## config.mk

```make
export PLATFORM = sky130hd
export DESIGN_NAME = kick_pulse_gen
export DESIGN_NICKNAME = d
export VERILOG_FILES = /design/src/rtl/kick_pulse_gen.sv
export SDC_FILE = /design/constraint.sdc
export NUM_CORES = 1
export LEC_CHECK = 0
export CORE_MARGIN = 1
export CORE_UTILIZATION = 61
export CTS_BUF_LIST = sky130_fd_sc_hd__clkbuf_4 sky130_fd_sc_hd__clkbuf_8
export CTS_CLUSTER_DIAMETER = 80
export DETAILED_ROUTE_END_ITERATION = 10
export HOLD_SLACK_MARGIN = 0.12
export PLACE_DENSITY_LB_ADDON = 0.3
export SLEW_MARGIN = 20
export SYNTH_ARGS = -nofsm -noshare
export SYNTH_HDL_FRONTEND = slang
export SYNTH_SLANG_ARGS = --single-unit
```

## constraint.sdc

```tcl
create_clock -name clk0 -period 3.1 [get_ports clk0]
set_input_delay 0.465 -clock clk0 [delete_from_list [all_inputs] [get_ports clk0]]
set_output_delay 0.465 -clock clk0 [all_outputs]
set_load 0.02 [all_outputs]
```

## src/rtl/kick_pulse_gen.sv

```systemverilog
// Kick request to timed gate pulse on the flat or chip kicker, gated by ball presence and
// capacitor charge, followed by a forced recharge cooldown.
module kick_pulse_gen #(
  parameter int unsigned TICK_DIV          = 50,
  parameter int unsigned PULSE_UNIT        = 10,
  parameter int unsigned MAX_STRENGTH      = 127,
  parameter int unsigned COOLDOWN_TICKS    = 500000,
  parameter int unsigned ARM_TIMEOUT_TICKS = 2000000
) (
  input  logic       clk0,
  input  logic       rst_n,
  input  logic [7:0] strength,
  input  logic       shoot_enable,
  input  logic       kick_mode,
  input  logic       infrared,
  input  logic       cap_ready,
  output logic       kick_flat,
  output logic       kick_chip,
  output logic       busy,
  output logic       kick_done,
  output logic [7:0] kick_count
);

  localparam int unsigned PreW = (TICK_DIV > 1) ? $clog2(TICK_DIV) : 1;
  localparam logic [PreW-1:0] PreMax = PreW'(TICK_DIV - 1);
  localparam logic [7:0] StrMax = 8'(MAX_STRENGTH);

  typedef enum logic [1:0] {StIdle, StArmed, StFire, StCooldown} state_e;

  logic [1:0] se_sync, km_sync, ir_sync, cr_sync;
  logic       se_prev;

  always_ff @(posedge clk0 or negedge rst_n) begin
    if (!rst_n) begin
      se_sync <= 2'b00;
      km_sync <= 2'b00;
      ir_sync <= 2'b00;
      cr_sync <= 2'b00;
      se_prev <= 1'b0;
    end else begin
      se_sync <= {se_sync[0], shoot_enable};
      km_sync <= {km_sync[0], kick_mode};
      ir_sync <= {ir_sync[0], infrared};
      cr_sync <= {cr_sync[0], cap_ready};
      se_prev <= se_sync[1];
    end
  end

  state_e          state_q;
  logic [PreW-1:0] pre_q;
  logic [31:0]     cnt_q;
  logic [7:0]      s_q;
  logic            mode_q;

  logic            se, se_rise, fire_ok, tick, last_tick;
  logic [7:0]      strength_clamped;
  logic [15:0]     pulse_ticks;

  always_comb begin
    se               = se_sync[1];
    se_rise          = se_sync[1] & ~se_prev;
    fire_ok          = ir_sync[1] & cr_sync[1];
    tick             = (pre_q == PreMax);
    last_tick        = tick && (cnt_q == 32'd1);
    strength_clamped = (strength > StrMax) ? StrMax : strength;
    pulse_ticks      = 16'(s_q) * 16'(PULSE_UNIT);
  end

  // Every state change clears the prescaler so each duration is a whole number of ticks.
  always_ff @(posedge clk0 or negedge rst_n) begin
    if (!rst_n) begin
      state_q    <= StIdle;
      pre_q      <= '0;
      cnt_q      <= '0;
      s_q        <= '0;
      mode_q     <= 1'b0;
      kick_flat  <= 1'b0;
      kick_chip  <= 1'b0;
      busy       <= 1'b0;
      kick_done  <= 1'b0;
      kick_count <= '0;
    end else begin
      kick_done <= 1'b0;
      case (state_q)
        StIdle: begin
          pre_q <= '0;
          if (se_rise && (strength != 8'd0)) begin
            state_q <= StArmed;
            s_q     <= strength_clamped;
            mode_q  <= km_sync[1];
            cnt_q   <= 32'(ARM_TIMEOUT_TICKS);
            busy    <= 1'b1;
          end
        end
        StArmed: begin
          if (!se) begin
            state_q <= StIdle;
            pre_q   <= '0;
            busy    <= 1'b0;
          end else if (fire_ok) begin
            state_q   <= StFire;
            pre_q     <= '0;
            cnt_q     <= {16'd0, pulse_ticks};
            kick_flat <= ~mode_q;
            kick_chip <= mode_q;
          end else if (last_tick) begin
            state_q <= StIdle;
            pre_q   <= '0;
            busy    <= 1'b0;
          end else begin
            pre_q <= tick ? '0 : pre_q + PreW'(1);
            cnt_q <= tick ? cnt_q - 32'd1 : cnt_q;
          end
        end
        StFire: begin
          if (last_tick) begin
            state_q    <= StCooldown;
            pre_q      <= '0;
            cnt_q      <= 32'(COOLDOWN_TICKS);
            kick_flat  <= 1'b0;
            kick_chip  <= 1'b0;
            kick_done  <= 1'b1;
            kick_count <= kick_count + 8'd1;
          end else begin
            pre_q <= tick ? '0 : pre_q + PreW'(1);
            cnt_q <= tick ? cnt_q - 32'd1 : cnt_q;
          end
        end
        StCooldown: begin
          if (last_tick) begin
            state_q <= StIdle;
            pre_q   <= '0;
            busy    <= 1'b0;
          end else begin
            pre_q <= tick ? '0 : pre_q + PreW'(1);
            cnt_q <= tick ? cnt_q - 32'd1 : cnt_q;
          end
        end
        default: begin
          state_q   <= StIdle;
          pre_q     <= '0;
          kick_flat <= 1'b0;
          kick_chip <= 1'b0;
          busy      <= 1'b0;
        end
      endcase
    end
  end

endmodule
```

==> out/metrics.yaml <==
yosys:
  synth_commonest_cells: "70 x dfrtp_1, 62 x nor2_1, 38 x nand2_1"
  synth_most_common_cell: "dfrtp_1"
  synthTopCellsByArea: "dfrtp_1 44%, nor2_1 5.8%, ha_1 5.3%"
  syn_inst: 428
  syn_nets: 460
  yosysTopAreaCell: "dfrtp_1"
  async_reset_ff_frac: 1.000
  synth_edf_count: 0
  ys.flop_type: "dfrtp_1"
  syn_area_sq_um: 3995
  syn_avg_cell_area_sq_um: 9.334
  synth_top_cell_area_share: 0.4385
  ys_warn_count: 0
  ys_ff_latch: 70
  yosysSeqAreaShare: 0.4385
  ys_types: 64
sta:
  setup_violations: 0
  slew_headroom: 0.2585
  hold_violations: 0
  period_minus_slack_ns: 2.646
  rsz0062_at_grt: "no"
  slew_violations: 0
  tightest_slew_ns: 1.107
  fmax_mhz: 378.0
  fin_crit_sh: 0.8535
  finalClockSkew_ns: 0.008563
  tns_ns: 0
grt:
  grt_start_max_net_pins: 39
  antenna_found_initial: 0
  grt_pass1_wl_microns: 16040
  grt_pass1_vias: 3357
  overflow: 0
  grt_usage: 0.2950
setup_path:
  rr_startpoint: "cnt_q[5]$_DFFE_PN0P_"
  r2r_slack_ns: 0.45
  path_cells: "nor4_4 > nand4_4 > or4_1 > buf_4 > nand2_1 > o21ai_0 > a21o_1"
  worst_ep_arrival_time_ns: 2.89
  crit_slowest_cell: "or4_1"
  path_class: "reg2reg"
  r2r_end: "cnt_q[16]$_DFFE_PN0P_"
  rr_worst_depth: 7
  cp-end-kind: "flop"
  cp_max_fo: 19
  max_stage_delay_ns: 0.65
  start_kind: "flop"
  cp.required_ns: 3.34
die:
  core_sq_um: 6350
  initial_core_util: 0.6292
  fp-row-count: 29
  die_y_microns: 82.93
  fp.dieW_microns: 82.93
  dieArea_sq_um: 6877
  io_pins: 26
final_layout:
  fillCellCount: 452
  area_growth_pct: 15.72
  finish.net_count: 497
  antenna_cells: 0
  regArea_sq_um: 1752
  layout-drive-gt1-share: 0.1043
  multiInputGateArea_sq_um: 2135
  fin_util: 0.7281
cts:
  htree_levels: 3
  path_clk_slew_ns: 0.08
  tritoncts: "done"
  clk_latency_ns: 0.35
  hold_buffers: 0
  cts_buffers: 9
  cts-root-buf: "clkbuf_8"
  cts_resized: 0
  cts.sinks: 70
  clock_tree.buffer_depth: 2
  postCtsSetupRepairBufs: 0
route:
  routed-wl-met2_microns: 4535
  drc_errors: 0
  met1Wirelength_microns: 4256
  num_vias: 3500
  drt-total-wl_microns: 9619
  route.met3.wl_microns: 692
  ant_nets: 0
  vias_per_cell: 6.399
  top_layer: "met4"
  wl_per_cell_microns: 17.59
  dr.pass1.iters: 5
  drt_first_iter_violations: 451
power:
  vdd_drop_max_mv: 0.5557
  total_power_mw: 3.912
  p_leak_nw: 2.034
  powerDensity_nw_per_um2: 846.1
status:
  status: "complete, no violations"
worst_hold_path:
  hold_class: "in2async"
place:
  port-buffer-count: 25
  gp_congestion: 0.9660
  hpwl_microns: 7107
flow_run:
  max-cap-violations: 0
==> critical path, delay by kind of cell (launching register included) <==
kind | cells | cell delay (ns)
buffers and inverters | 1 | 0.25
DFF | 1 | 0.45
and+or+nand+nor | 4 | 1.55
AOI/OAI and AO/OA | 2 | 0.30
==> stage by stage <==
step | cell area (sq um) | worst slack, ns | hold WS [ns] | cells
2_1_floorplan | 3995 | 0.7131 | 0.1694 | 428
3_3_place_gp | 4398 | 0.4158 | 0.3328 | 531
3_5_place_dp | 4398 | 0.3504 | 0.3472 | 531
4_1_cts | 4623 | 0.4750 | 0.2218 | 547
5_1_grt | 4623 | 0.2976 | 0.2621 | 547
6_report | 4623 | 0.4542 | 0.2035 | 547
==> report_power, final <==
group | internal (mW) | leakage (nW) | switching [mW] | total, mW
Combinational | 0.737 | 1.04 | 1.00 | 1.74
Sequential | 1.10 | 0.886 | 0.237 | 1.34
Clock | 0.469 | 0.111 | 0.363 | 0.832
Total | 2.31 | 2.03 | 1.60 | 3.91
==> cell usage in the layout (no fill, tap or decap), types with 3 or more instances in the layout <==
cell type	n
a21o_1	7
a21oi_1	25
a31oi_1	4
and2_1	5
buf_4	15
clkbuf_8	9
clkdlybuf4s50_1	24
dfrtp_1	70
ha_1	17
inv_1	10
mux2_2	3
nand2_1	38
nand3_1	23
nand4_1	12
nor2_1	62
nor2b_1	4
nor3_1	15
nor4_1	13
nor4_4	3
o211ai_1	6
o21a_1	4
o21ai_0	10
o22a_1	3
or3_1	3
or4_1	4
xnor2_1	12
xor2_1	14
==> state kept, by name, indices dropped and copies added (netlist names), 2 cells and up <==
name        count
se_sync         2
cnt_q          32
ir_sync         2
km_sync         2
state_q         2
cr_sync         2
pre_q           6
kick_count      8
s_q             8
==> layer usage <==
metal  vias up  GRT usage
li1       1645          -
met1      1684     0.4114
met2       155     0.4680
met3        16    0.05070
met4         0     0.1050
met5         -          0
==> worst max path at each step <==
| stage | end | slack [ns] | from |
|---|---|---|---|
| 3_3_place_gp | cnt_q[30]$_DFFE_PN0P_ | 0.42 | strength[7] |
| 6_report | cnt_q[16]$_DFFE_PN0P_ | 0.45 | cnt_q[5]$_DFFE_PN0P_ |
| 5_1_grt | cnt_q[10]$_DFFE_PN0P_ | 0.30 | s_q[3]$_DFFE_PN0P_ |
| 2_1_floorplan | cnt_q[10]$_DFFE_PN0P_ | 0.71 | s_q[3]$_DFFE_PN0P_ |
| 4_1_cts | cnt_q[10]$_DFFE_PN0P_ | 0.47 | s_q[3]$_DFFE_PN0P_ |
| 3_5_place_dp | cnt_q[30]$_DFFE_PN0P_ | 0.35 | strength[7] |
==> cell type report <==
type / instances / area share
Multi-Input combinational cell: 333 / 0.4617
Sequential cell: 70 / 0.3789
Timing Repair Buffer: 41 / 0.08173
Clock buffer: 10 / 0.02842
Tap cell: 77 / 0.02084
Clock inverter: 6 / 0.02030
Inverter: 10 / 0.008119
==> cell families after synthesis <==
family | Yosys count | share of synthesized area
AO/OA/AOI/OAI | 89 | 0.1538
XOR/XNOR | 26 | 0.05700
adder cells (fa/ha/maj) | 18 | 0.05825
buffers and inverters | 25 | 0.02725
flip-flops | 70 | 0.4385
multiplexers | 4 | 0.01096
AND/OR/NAND/NOR | 196 | 0.2543
Note: power is estimated with default switching activity, not from simulation.
